<file path="config.mk">
export PLATFORM = sky130hd
export DESIGN_NAME = lives_controller
export DESIGN_NICKNAME = d
export VERILOG_FILES = /design/src/rtl/lives_controller.sv
export SDC_FILE = /design/constraint.sdc
export NUM_CORES = 1
export LEC_CHECK = 0
export CAP_MARGIN = 20
export CELL_PAD_IN_SITES_DETAIL_PLACEMENT = 0
export CELL_PAD_IN_SITES_GLOBAL_PLACEMENT = 1
export CORE_AREA = 2 2 63 65
export CTS_CLUSTER_SIZE = 20
export DETAILED_ROUTE_END_ITERATION = 8
export DIE_AREA = 0 0 65 67
export PLACE_DENSITY_LB_ADDON = 0.1
export SYNTH_ARGS = -nofsm -noshare
export SYNTH_HDL_FRONTEND = slang
export SYNTH_SLANG_ARGS = --single-unit
</file>
<file path="constraint.sdc">
create_clock -name vga_clk -period 1.5 [get_ports vga_clk]
set_input_delay 0.3 -clock vga_clk [delete_from_list [all_inputs] [get_ports vga_clk]]
set_output_delay 0.3 -clock vga_clk [all_outputs]
set_load 0.01 [all_outputs]
</file>
<file path="src/rtl/lives_controller.sv">
// -----------------------------------------------------------------------------
// lives_controller
//   Owns the player's life count for the HUD and player sprite layer.
//   Consumes hit / bonus / restart pulses from the game logic, runs a
//   frame-timed invulnerability window with a blinking sprite after every
//   non-fatal hit, and flags game over when a hit lands on the last life.
//   Single clock domain (vga_clk); every output comes straight from a flop.
// -----------------------------------------------------------------------------
module lives_controller #(
    parameter int unsigned MAX_LIVES     = 3,   // saturation ceiling, <= 7
    parameter int unsigned START_LIVES   = 3,   // loaded at reset / restart
    parameter int unsigned INVULN_FRAMES = 120, // invulnerability length, >= 1
    parameter int unsigned BLINK_FRAMES  = 8    // blink half-period in frames, >= 1
) (
    input  logic       vga_clk,
    input  logic       reset_n,
    input  logic       frame_start,
    input  logic       hit,
    input  logic       bonus,
    input  logic       restart,
    output logic [2:0] lives,
    output logic       game_over,
    output logic       invuln,
    output logic       player_visible,
    output logic       lives_changed
);

    // Counter widths: inv_cnt must hold INVULN_FRAMES itself, blink_cnt only
    // needs 0..BLINK_FRAMES-1 but never collapses below one bit.
    localparam int unsigned INV_W   = $clog2(INVULN_FRAMES + 1);
    localparam int unsigned BLINK_W = (BLINK_FRAMES > 1) ? $clog2(BLINK_FRAMES) : 1;

    localparam logic [2:0]         MAX_L      = 3'(MAX_LIVES);
    localparam logic [2:0]         START_L    = 3'(START_LIVES);
    localparam logic [INV_W-1:0]   INV_LOAD   = INV_W'(INVULN_FRAMES);
    localparam logic [INV_W-1:0]   INV_LAST   = INV_W'(1);
    localparam logic [BLINK_W-1:0] BLINK_LAST = BLINK_W'(BLINK_FRAMES - 1);

    typedef enum logic [1:0] {
        ST_ALIVE  = 2'd0,
        ST_INVULN = 2'd1,
        ST_OVER   = 2'd2
    } state_e;

    state_e             state_q,     state_d;
    logic [2:0]         lives_q,     lives_d;
    logic [INV_W-1:0]   inv_cnt_q,   inv_cnt_d;
    logic [BLINK_W-1:0] blink_cnt_q, blink_cnt_d;
    logic               visible_q,   visible_d;
    logic               over_q,      over_d;
    logic               invuln_q,    invuln_d;
    logic               changed_q,   changed_d;

    // Next-state logic: at most one event is acted on per cycle, chosen in
    // the order restart > hit > bonus > frame_start.
    always_comb begin
        // NOTE: every variable gets its hold value first so no path through
        // the branches below leaves one unassigned and infers a latch.
        state_d     = state_q;
        lives_d     = lives_q;
        inv_cnt_d   = inv_cnt_q;
        blink_cnt_d = blink_cnt_q;
        visible_d   = visible_q;

        if (restart) begin
            // New game: everything else arriving this cycle is discarded.
            state_d     = ST_ALIVE;
            lives_d     = START_L;
            inv_cnt_d   = '0;
            blink_cnt_d = '0;
            visible_d   = 1'b1;
        end else begin
            unique case (state_q)
                ST_ALIVE: begin
                    if (hit) begin
                        // A hit always wins over a simultaneous bonus.
                        if (lives_q != 3'd0) begin
                            lives_d     = lives_q - 3'd1;
                            state_d     = ST_INVULN;
                            inv_cnt_d   = INV_LOAD;
                            blink_cnt_d = '0;
                            visible_d   = 1'b0;
                        end else begin
                            state_d   = ST_OVER;
                            visible_d = 1'b0;
                        end
                    end else if (bonus) begin
                        if (lives_q < MAX_L) begin
                            lives_d = lives_q + 3'd1;
                        end
                    end
                    // frame_start has no effect while plainly alive.
                end

                ST_INVULN: begin
                    // Hits are ignored while invulnerable.
                    if (bonus) begin
                        if (lives_q < MAX_L) begin
                            lives_d = lives_q + 3'd1;
                        end
                    end else if (frame_start) begin
                        if (inv_cnt_q == INV_LAST) begin
                            // Window expires: sprite back on solid.
                            state_d     = ST_ALIVE;
                            inv_cnt_d   = '0;
                            blink_cnt_d = '0;
                            visible_d   = 1'b1;
                        end else begin
                            inv_cnt_d = inv_cnt_q - INV_LAST;
                            if (blink_cnt_q == BLINK_LAST) begin
                                blink_cnt_d = '0;
                                visible_d   = ~visible_q;
                            end else begin
                                blink_cnt_d = blink_cnt_q + BLINK_W'(1);
                            end
                        end
                    end
                end

                ST_OVER: begin
                    // Frozen until restart or reset.
                end

                default: begin
                    state_d = ST_ALIVE;
                end
            endcase
        end
    end

    // Output flags are decoded from the next state so they land in flops
    // alongside the state they describe.
    always_comb begin
        over_d    = (state_d == ST_OVER);
        invuln_d  = (state_d == ST_INVULN);
        changed_d = (lives_d != lives_q);
    end

    // State and output registers with asynchronous active-low reset.
    always_ff @(posedge vga_clk or negedge reset_n) begin
        // NOTE: every flop here is reset, so the HUD sees defined values the
        // moment reset_n drops, even mid-invulnerability, without a clock.
        if (!reset_n) begin
            state_q     <= ST_ALIVE;
            lives_q     <= START_L;
            inv_cnt_q   <= '0;
            blink_cnt_q <= '0;
            visible_q   <= 1'b1;
            over_q      <= 1'b0;
            invuln_q    <= 1'b0;
            changed_q   <= 1'b0;
        end else begin
            // NOTE: non-blocking assignments so every flop samples the
            // pre-edge values, independent of statement order.
            state_q     <= state_d;
            lives_q     <= lives_d;
            inv_cnt_q   <= inv_cnt_d;
            blink_cnt_q <= blink_cnt_d;
            visible_q   <= visible_d;
            over_q      <= over_d;
            invuln_q    <= invuln_d;
            changed_q   <= changed_d;
        end
    end

    assign lives          = lives_q;
    assign game_over      = over_q;
    assign invuln         = invuln_q;
    assign player_visible = visible_q;
    assign lives_changed  = changed_q;

endmodule

</file>
; ---- After elaboration in Yosys (flattened, before gate mapping)
; Index checks and enable logic that the tools add are counted.
[word_totals]
ff_bits = 19
input_bits = 6
out_inout_bits = 7
elab_cells = 66
[op_classes]
add_sub_neg = 4
order_cmp = 1
eq_ne = 12
muxes = 35
bitwise_logic = 1
reduce_logical = 5
[ops]
columns = op, count
row1 = 7-bit 2-to-1 mux, 6
row2 = 3-bit 2-to-1 mux, 12
row3 = 7-bit one-hot mux with 2 select lines, 1
row4 = 2-bit 2-to-1 mux, 6
row5 = "3-bit inequality test, second input constant", 4
row6 = 3-bit one-hot mux with 2 select lines, 2
row7 = 5-bit AND reduction, 2
row8 = "7-bit by 1-bit equality test with 1-bit output, second input constant", 1
row9 = "7-bit by 1-bit subtractor with 7-bit output, second input constant", 1
row10 = "3-bit by 1-bit adder with 3-bit output, second input constant", 2
row11 = 1-bit 2-to-1 mux, 6
row12 = 2-bit one-hot mux with 3 select lines, 1
row13 = 3-bit nonzero test, 2
row14 = "2-bit by 1-bit equality test with 1-bit output, second input constant", 2
row15 = "2-bit equality test, second input constant", 2
row16 = "4-bit inequality test, second input constant", 1
row17 = "3-bit equality test, second input constant", 1
row18 = "3-bit by 2-bit less-than comparator with 1-bit output, second input constant", 1
row19 = 3-bit inequality test, 1
row20 = "3-bit by 1-bit subtractor with 3-bit output, second input constant", 1
row21 = 2-bit logical NOT, 1
row22 = 1-bit one-hot mux with 2 select lines, 1
row23 = 1-bit inverter, 1

; ---- Longest topological paths before layout
[depth]
word_depth = 7
mapped_depth = 7
ltp_nobuf = 6

; ---- Least setup slack after synthesis
; No wires, ideal clock.
[synth_timing]
path_type = register to register
start = reg lives_q[0] (netlist: lives[0])
end = reg lives_q[1] (netlist: lives[1])
setup_time_ns = 0.081
arrival_ns = 1.636
required_time_ns = 1.419
slack_ns = -0.218
stages_incl_launch_ff = 7
path_buffers = 0
period_less_slack_ns = 1.718
cell_sequence = dfstp_2 inv_1 ha_1 nand2b_2 nand2_1 a2111o_1 o211ai_1
[synth_via]
elab_chain_cells = 6
word_cells_on_any_way = 10
[synth_lines]
columns = item, line
row1 = start: declaration, 46  ; logic [2:0] lives_q, lives_d;
row2 = start signal: assignment, 156  ; lives_q <= lives_d;
row3 = 3-bit by 1-bit adder with 3-bit output / 3-bit by 2-bit less-than comparator with 1-bit output (equally long branches), -
row4 = 3-bit 2-to-1 mux, "88, 98"
row5 = 3-bit 2-to-1 mux, 97  ; if (bonus) begin
row6 = 3-bit 2-to-1 mux, 75  ; if (hit) begin
row7 = 3-bit one-hot mux with 2 select lines (*), 73  ; unique case (state_q)
row8 = 3-bit 2-to-1 mux (*), 65  ; if (restart) begin
row9 = named net lives_d[1], 46
; The timed path passes the listed nets; every way through them passes the cells marked *.
; A chain may end at the register's enable or synchronous reset.

; ---- Worst setup path after layout
; Ends and elaborated chain as after synthesis.

==> summary.txt <==
Outcome
  • Status: finished with violations
  • Failing checks: setup timing

Flow run
  • MaxCap Viol Count: 0

Final layout
  • Post-layout util: roughly 54%
  • Antenna fix cells: 0
  • Share of layout cells above drive strength 1: slightly below 50%
  • Synth-to-layout area growth: 54.55%
  • Fillers: ~330
  • Final nets: a little under 200
  • FF/Latch Area: 480.5 sq um
  • Area of the multi-input gates: around 860 sq um
  • Final Cell Area: between 1500 and 2000 sq um

Placed design
  • Routability cong.: between 0.8 and 0.9
  • Final HPWL DP: approximately 2.4 mm
  • Port Buffers: 12
  • Area after DPL: ~1700 sq um

Logic synthesis
  • Post-synth top cells: 16 x dfrtp_1, 10 x a21oi_1, 9 x inv_1
  • Main synth FF type: dfrtp_1
  • Async SR Flop Fraction: between 90% and 100%
  • Post-synth EDFFs: 0
  • Top-count cell post-synth: dfrtp_1
  • Top-area cell type share of the netlist area: 32.03%
  • Main area contributors after synthesis: dfrtp_1 32%, ha_1 7.0%, dfstp_2 6.3%
  • Register area share after synthesis: 38.34%
  • Post-synth net total: between 100 and 150
  • Library cells used by synthesis: 44
  • Mapped Avg Cell Area: ~10 sq um
  • Synth area leader: dfrtp_1
  • Yosys synthesis warning count: 0
  • Synth Register Bits: 19
  • Synthesized area: 1250 sq um
  • Syn Inst Count: 123

Worst setup path
  • CP endpoint kind: flip-flop
  • Slowest-stage cell, CP: dfstp_2
  • Crit path largest cell delay: between 0.5 and 0.6 ns
  • CP Cell Sequence: inv_4 > ha_4 > nand2b_4 > buf_4 > nand2_4 > a2111o_1 > o211ai_1
  • Crit path DAT: around 1.8 ns
  • CP Launch Type: flip-flop
  • Crit Path Category: reg -> reg
  • Critical Path Fanout Max: 4
  • Worst path required time: about 1.7 ns

Floorplanning
  • # IOs: 13
  • Placeable Area: approximately 3600 sq um
  • Chip width: roughly 65 um
  • Initial Util: approximately a third
  • Chip height: 67 um
  • Die ar.: about 4400 sq um
  • Cell Rows: 22

Detailed routing
  • Pre-Repair DR Iteration Count: 4
  • DRC Markers: 0
  • DRT antenna net count: 0
  • DR vias: between 1000 and 1500
  • Routed Wire Length: around 3.1 mm
  • Vias per inst: 4.956
  • Mean routed wirelength per cell: between 10 and 15 um
  • Number of DRC markers in iteration 0: 55

GRT
  • Largest net degree at the start of global routing: 20
  • First-pass GRT wire length: between 5 and 6 mm
  • Vias in the first global route: ~1100
  • Initial antenna violation count: 0
  • Remaining global-route overflow: 0
  • GRT Total Usage: around 16%

CTS
  • Clock Pin Slew Worst Setup and Hold Paths: ~0.080 ns
  • Root Driver: clkbuf_8
  • Clk Latency, worst-skew pair: around 0.26 ns
  • H-tree Lvls: 1
  • CTS tree: built
  • CTS Hold Bufs: 0
  • CTS Buf Count: 3
  • CTS sink cnt: 19
  • CTS Buffer Depth: 2

STA
  • Hold Violations, Final: 0
  • Min Tclk post-route: between 1.5 and 2 ns
  • Slew margin rel.: about 70%
  • Final setup vio count: 11
  • Fin crit share: 105.6%
  • Max Fclk: approximately 630 MHz
  • Max-slew violation count: 0
  • Worst slew pin tran: between 0.4 and 0.5 ns
  • RSZ-0062 raised after global routing: yes
  • Final worst setup slack: -0.08454 ns
  • Post-Route Skew: about 0.0032 ns

Power and ir drop
  • Max VDD drop: ~0.00045 V
  • Pwr Density: 1137 nW/um^2
  • Static leakage: 0.0008526 uW

Worst hold path
  • Hold Crit Class: in -> async
==> layout make-up <==
class,instances,share of cell area (%)
Timing Repair Buffer,57,23.25
Inverter,9,2.008
Clock inverter,1,0.2591
Multi-Input combinational cell,90,44.37
Tap cell,48,3.109
Sequential cell,19,24.87
Clock buffer,3,2.137
==> layer usage <==
metal	vias up	part of all wire, %	GRT usage (%)
met5	-	0	0
met4	0	1.4	6.383
met3	4	2.7	2.196
met2	19	45	25.77
met1	530	51	22.93
li1	572	-	-
==> critical path: cells and delay by family, from the launching register on <==
family	cells	cell delay [ns]
simple gates	2	0.13
buf+inv	2	0.17
fa+ha+maj	1	0.17
compound gates	2	0.46
flops	1	0.57
==> report_power, final <==
part | switching, uW | internal (uW) | leakage [uW]
logic | 508 | 584 | 0.000589
clock network | 191 | 185 | 0.0000255
registers | 100 | 630 | 0.000238
==> flip-flops by register name, summed over array words and instances (netlist names) <==
| name | count |
|---|---|
| game_over | 1 |
| blink_cnt_q | 3 |
| lives_changed | 1 |
| state_q | 2 |
| inv_cnt_q | 7 |
| player_visible | 1 |
| invuln | 1 |
| lives | 3 |
==> logic make-up (layout without fill, tap and decap cells) <==
logic type / Yosys count / in the layout / share of synthesized area [%]
AO/OA/AOI/OAI: 40 / 40 / 24.02
adder cells (fa/ha/maj): 7 / 7 / 7.007
buffers and inverters: 14 / 70 / 5.705
flip-flops: 19 / 19 / 38.34
multiplexers: 3 / 3 / 2.503
AND/OR/NAND/NOR: 40 / 40 / 22.42
==> final timing paths <==
path / startpoint / end / depth (start not counted) / slack [ns]
worst max-delay path: lives[0] / lives[1] / 7 / -0.08
worst min-delay path: reset_n / inv_cnt_q[6] / 2 / 0.36
worst max register to register: lives[0] / lives[1] / 7 / -0.08
worst min register to register: blink_cnt_q[1] / blink_cnt_q[1] / 1 / 0.52
max in group asynchronous: reset_n / lives[1] / 2 / 0.87
min in group vga_clk: blink_cnt_q[1] / blink_cnt_q[1] / 1 / 0.52
==> through the flow <==
step	setup WS [ns]	hold WS [ns]	std cells	setup TNS, ns	power (uW)
3_5_place_dp	-0.4258	0.5025	219	-5.415	1718
5_1_grt	-0.1396	0.3758	227	-1.377	2356
4_1_cts	-0.09467	0.3660	224	-0.4332	2155
3_3_place_gp	-0.3987	0.5042	219	-5.255	1715
2_1_floorplan	-0.05746	0.004409	123	-0.1499	1249
6_report	-0.08454	0.3609	227	-0.3665	2197
==> cell usage in the layout (no fill, tap or decap), types with 5 or more instances in the layout <==
master and instances:
dfrtp_1 15, nor2_1 5, inv_1 6, a21oi_1 10
clkdlybuf4s50_1 5, dlygate4sd2_1 5, nand2_1 5, nor3_1 6
buf_4 43
==> timing repair <==
| item | 4_1_cts | 5_1_grt |
|---|---|---|
| cloned | 0 | 0 |
| endpoints found under the setup margin | 19 | 18 |
| buffers inserted | 1 | 3 |
| pin swaps | 15 | 4 |
| resized for setup | 31 | 15 |
(Power assumes the default switching activity.)
